--- src/rtl/pipe_wb_stage.sv ---
// MEM->WB pipeline stage: one regfile write per transfer, valid/ready handshake, stall, flush,
// x0-write suppression. Define PIPE_WB_SKID_EN to add a skid slot that registers in_ready.
module pipe_wb_stage #(
  parameter int              DW        = 32,
  parameter int              AW        = 5,
  parameter logic [DW-1:0]   RST_DATA  = {DW{1'b0}},
  parameter bit              ZERO_SUPP = 1'b1
) (
  input  logic          clk,
  input  logic          rst,
  input  logic          stop,
  input  logic          flush,
  input  logic          in_valid,
  output logic          in_ready,
  input  logic          in_we,
  input  logic [AW-1:0] in_waddr,
  input  logic [DW-1:0] in_wdata,
  output logic          out_valid,
  input  logic          out_ready,
  output logic          out_we,
  output logic [AW-1:0] out_waddr,
  output logic [DW-1:0] out_wdata,
  output logic [1:0]    occ
);

  typedef struct packed {
    logic          we;
    logic [AW-1:0] waddr;
    logic [DW-1:0] wdata;
  } ent_t;

  localparam ent_t RST_ENT = '{we: 1'b0, waddr: '0, wdata: RST_DATA};

  ent_t in_ent;
  ent_t m;
  logic m_v;
  logic in_fire;
  logic out_fire;

  assign in_ent   = '{we: in_we, waddr: in_waddr, wdata: in_wdata};
  assign in_fire  = in_valid & in_ready;
  assign out_fire = out_valid & out_ready;

  assign out_valid = m_v & ~stop;
  assign out_waddr = m.waddr;
  assign out_wdata = m.wdata;
  // x0 is hard-wired, so a write to it is dropped here rather than at the regfile
  assign out_we    = out_valid & m.we & ~(ZERO_SUPP & (m.waddr == '0));

`ifdef PIPE_WB_SKID_EN
  ent_t s;
  logic s_v;

  // Depends only on state: no combinational path from out_ready back upstream
  assign in_ready = ~rst & ~stop & ~s_v;
  assign occ      = {1'b0, m_v} + {1'b0, s_v};

  always_ff @(posedge clk or posedge rst) begin
    if (rst) begin
      m_v <= 1'b0;
      s_v <= 1'b0;
      m   <= RST_ENT;
      s   <= RST_ENT;
    end else if (flush) begin
      m_v <= 1'b0;
      s_v <= 1'b0;
    end else if (!stop) begin
      if (out_fire && s_v) begin
        // in_ready was low, so nothing arrives while the skid drains into M
        m   <= s;
        s_v <= 1'b0;
      end else if (in_fire && (!m_v || out_fire)) begin
        m   <= in_ent;
        m_v <= 1'b1;
      end else if (in_fire) begin
        s   <= in_ent;
        s_v <= 1'b1;
      end else if (out_fire) begin
        m_v <= 1'b0;
      end
    end
  end
`else
  assign in_ready = ~rst & ~stop & (~m_v | out_ready);
  assign occ      = {1'b0, m_v};

  always_ff @(posedge clk or posedge rst) begin
    if (rst) begin
      m_v <= 1'b0;
      m   <= RST_ENT;
    end else if (flush) begin
      m_v <= 1'b0;
    end else if (!stop) begin
      if (in_fire) begin
        m   <= in_ent;
        m_v <= 1'b1;
      end else if (out_fire) begin
        m_v <= 1'b0;
      end
    end
  end
`endif

endmodule

--- config.mk ---
export PLATFORM = sky130hd
export DESIGN_NAME = pipe_wb_stage
export DESIGN_NICKNAME = d
export VERILOG_FILES = /design/src/rtl/pipe_wb_stage.sv
export SDC_FILE = /design/constraint.sdc
export NUM_CORES = 1
export LEC_CHECK = 0
export CORE_ASPECT_RATIO = 0.6
export CORE_MARGIN = 3
export CORE_UTILIZATION = 30
export DETAILED_ROUTE_END_ITERATION = 10
export GPL_ROUTABILITY_DRIVEN = 0
export HOLD_SLACK_MARGIN = 0.03
export SLEW_MARGIN = 20
export SYNTH_ARGS = -nofsm -noshare
export SYNTH_HDL_FRONTEND = slang
export SYNTH_SLANG_ARGS = --single-unit
--- constraint.sdc ---
create_clock -name clk -period 2.8 [get_ports clk]
set_input_delay 0.7 -clock clk [delete_from_list [all_inputs] [get_ports clk]]
set_output_delay 0.7 -clock clk [all_outputs]
set_load 0.02 [all_outputs]
## Word level (Yosys, flattened, before mapping)

Cells that the tools add are included.

| word-level totals | value |
|---|---|
| register bits | 39 |
| input port bits | 44 |
| output and inout port bits | 42 |
| word-level logic and storage cells | 26 |

| operators by class | value |
|---|---|
| equality and inequality tests | 1 |
| multiplexer cells | 4 |
| bitwise gates (word level) | 13 |
| reductions and logical operators | 4 |

Operators with widths:

| operator | count |
|---|---|
| $and A1 B1 Y1 | 7 |
| $logic_not A5 Y1 | 1 |
| $not A1 Y1 | 5 |
| $mux W1 | 4 |
| $reduce_and A3 Y1 | 1 |
| $reduce_bool A3 Y1 | 1 |
| $ne A2 B1 Y1 const B | 1 |
| $reduce_and A2 Y1 | 1 |
| $or A1 B1 Y1 | 1 |

## Logic depth before layout (Yosys ltp)

Gate-level depths: netlist of run 1.

| logic depth | value |
|---|---|
| word-level depth | 7 |
| gate-level depth with buffers | 5 |
| depth with buffers taken out | 3 |

## Worst setup path before layout of run 1

OpenSTA, ideal clock, no wires.

| path | value |
|---|---|
| kind | input port to output port |
| start | in stop |
| end | out out_we |
| data arrival time | 1.490 ns |
| required time | 2.100 ns |
| setup slack | 0.610 ns |
| stages | 3 |
| cell sequence | nor2b_1 nand2_1 a21oi_1 |

| between the ends | value |
|---|---|
| longest elaborated chain between the ends | 4 |

RTL lines:

| what | RTL line | RTL |
|---|---|---|
| start, declared | 11 | `input logic stop,` |
| $not A1 Y1 (no source line) | - |  |
| $and A1 B1 Y1 | 44 | `assign out_valid = m_v & ~stop;` |
| $and A1 B1 Y1 (2 in series) | 48 | `assign out_we = out_valid & m.we & ~(ZERO_SUPP & (m.waddr == '0));` |
| end, declared | 20 | `output logic out_we,` |

Every way passes these cells.

## Worst setup path in the final report of run 1

Same ends and word-level chain as after synthesis.

==> key figures, run 1 <==
GRT
  – Total GRT Usage: 11.6%
  – First-pass GRT wire length: 6420 um
  – Remaining Overflow, GRT: 0
  – Largest net degree at the start of global routing: 40
  – Number of global-route vias before repair: 1,234
  – Initial antenna violation count: 0

Clock network
  – Clk_lat worst skew: 0.29 ns
  – Num CTS Buffers: 5
  – Clock-pin slew on the worst setup and hold paths: 0.08 ns
  – CTS tree: done
  – H-tree levels: 2
  – CTS sink cnt: 39
  – Setup Fix Bufs, Post-CTS: 0
  – Root Driver: clkbuf_8
  – Clock Tree Buf Depth: 2

Place
  – I/O Buffers: 84
  – Placed cells: 260
  – Final HPWL DP: 3040 um
  – Placed cell area: 0.00255 sq mm

Worst setup path
  – Worst Path Max Fanout: 2
  – WP data required: 2.10 ns
  – Crit path kind: in2out
  – Crit. End Element: primary output
  – Crit start category: primary input
  – Worst reg2reg startpoint: m_v
  – Crit path DAT: 1.84 ns
  – Crit. Startpoint: stop

Finish
  – Post-route design area: 0.00267 sq mm
  – Layout cell share with drive strength beyond 1: 28.2%
  – Final nets: 231
  – N_diodes: 0
  – Area grow syn2layout: 39.3%
  – Commonest non-fill, non-tap cell in the layout: clkdlybuf4s50_1
  – Layout Utilization: 45.5%
  – Final Non-Filler Cells: 268
  – Most frequent cells in the layout: clkdlybuf4s50_1, dfrtp_1, mux2_4

Yosys
  – Ys Warns: 0
  – Largest family of logic cells by synthesized area: multiplexers
  – Post-Syn Nets: 178
  – Avg Inst Size Synth: 14.3 sq um
  – Synth area leader: dfrtp_1
  – Yosys top cell area share: 51.0%
  – Multiplexer share of the synthesized area: 26.3%
  – Largest cells by area after synthesis: dfrtp_1, buf_4, mux2_4
  – Synth Area in Compound Gates: 0.784%
  – Register area share after synthesis: 51.0%
  – Seq cells post-synth: 39
  – Post-Syn Area: 0.00191 sq mm
  – Post-Syn Instances: 134
  – Post-Synth Adder-Cell Area: 0%
  – Synth unique cells: 16
  – Xor/xnor share of the synthesized area: 0%
  – Simple-gate share of the synthesized area: 3.01%

Routing
  – DR iter-0 viols: 28
  – ANT nets after route: 0
  – Via density per instance: 4.21
  – Wire length per cell: 15.0 um
  – Vias post-DR: 1,128
  – Total wire length: 4010 um
  – DRC Markers: 0
  – Drt pass-1 iters: 4

Timing
  – Rel. slew slack: 66.3%
  – Final worst path period need: 2.54 ns
  – RSZ-0062 raised after global routing: no
  – Final setup violating endpoints: 0
  – Max-slew violations: 0
  – Period utilization: 90.6%
  – Final hold slack: 0.515 ns
  – Clock skew: 0.00464 ns
  – Final count of hold timing violations: 0
  – Worst Tran Pin Value: 0.506 ns
  – Max Freq: 394 MHz

Flow run
  – Max Cap Viol: 0

Floorplanning
  – Die area: 0.00741 sq mm
  – CORE AREA: 0.00586 sq mm
  – Height of the chip: 67.9 um
  – Num ports: 86
  – Row count: 21
  – Chip width: 109 um
  – Starting Density: 32.7%

Power and ir drop
  – Pwr per Cell Area: 720 mW/mm^2
  – Peak VDD IR: 0.000283 V
  – LEAKAGE: 1.15 nW

Min path
  – Min-delay src: out_wdata[23]
  – Hold WC Path Type: reg2reg

Outcome
  – Outcome: complete, no violations
-- critical path, stage by stage --
cell and delay [ns]:
clkdlybuf4s50_1 0.42, nor2b_1 0.19, nand2_1 0.07, a21oi_1 0.10, dlygate4sd2_1 0.35
-- final cells by class --
cell class	instances	area [sq um]
well taps	80	100
multi-input cells	50	579
flip-flops and latches	39	976
inverters	2	7.51
fillers	534	3190
clock buffers	5	68.8
repair buffers	89	891
clock inverters	3	43.8
-- registers in the layout, summed over array words and instances (netlist names) --
name and cells:
m 1, m_v 1, out_waddr 5, out_wdata 32
-- stage by stage --
stage / total power [mW] / TNS, ns / setup slack, ns
global route: 2.02 / 0 / 0.168
CTS: 1.95 / 0 / 0.00545
finish: 1.92 / 0 / 0.263
detailed placement: 1.46 / -0.0491 / -0.0491
floorplan: 1.28 / 0 / 0.610
global placement: 1.44 / -0.0406 / -0.0406
-- timing repair --
action                     4_1_cts  5_1_grt
hold buffers                     0        0
setup endpoints to repair        2        1
gates resized for setup          2        1
-- final timing paths --
path / end / slack, ns / depth (start not counted)
max: out_we / 0.26 / 5
min: out_wdata[23] / 0.51 / 1
max reg2reg: out_wdata[31] / 1.24 / 4
min reg2reg: out_wdata[23] / 0.51 / 1
max in group asynchronous: out_wdata[12] / 1.56 / 3
min in group asynchronous: m_v / 0.89 / 3
-- cells by family after synthesis --
| logic type | count (synthesis) |
|---|---|
| AOI/OAI and AO/OA | 3 |
| buffers and inverters | 45 |
| DFF | 39 |
| muxes | 38 |
| other | 1 |
| and+or+nand+nor | 8 |
-- synthesized netlist by cell type --
| master | count |
|---|---|
| inv_1 | 2 |
| buf_4 | 40 |
| conb_1 | 1 |
| a21oi_1 | 2 |
| mux2_4 | 20 |
| dfrtp_1 | 39 |
| or3b_4 | 1 |
| nor3_1 | 2 |
| nand2_1 | 1 |
| mux2_2 | 18 |
| buf_12 | 2 |
| o21ai_0 | 1 |
| buf_6 | 1 |
| nor3_4 | 1 |
| nor2b_1 | 2 |
| nor2_1 | 1 |
-- power breakdown --
part           leakage, nW  switching [mW]  total, mW  internal, mW
Clock               0.0581           0.211      0.476         0.265
Combinational        0.618           0.282      0.679         0.397
Sequential           0.470          0.0744      0.764         0.690
-- routing by layer --
metal	vias up	part of all wire, %	GRT usage [%]
li1	511	-	-
met4	0	1.1	3.78
met1	546	43	15.1
met2	63	43	17.6
met3	8	13	5.00
met5	-	0	0
(Power assumes the default switching activity.)
==> run 2: changes to the inputs <==
HOLD_SLACK_MARGIN = 0.05   (was 0.03)
==> results of run 2 <==
Final layout, timing and power as in run 1 (identical DEF).
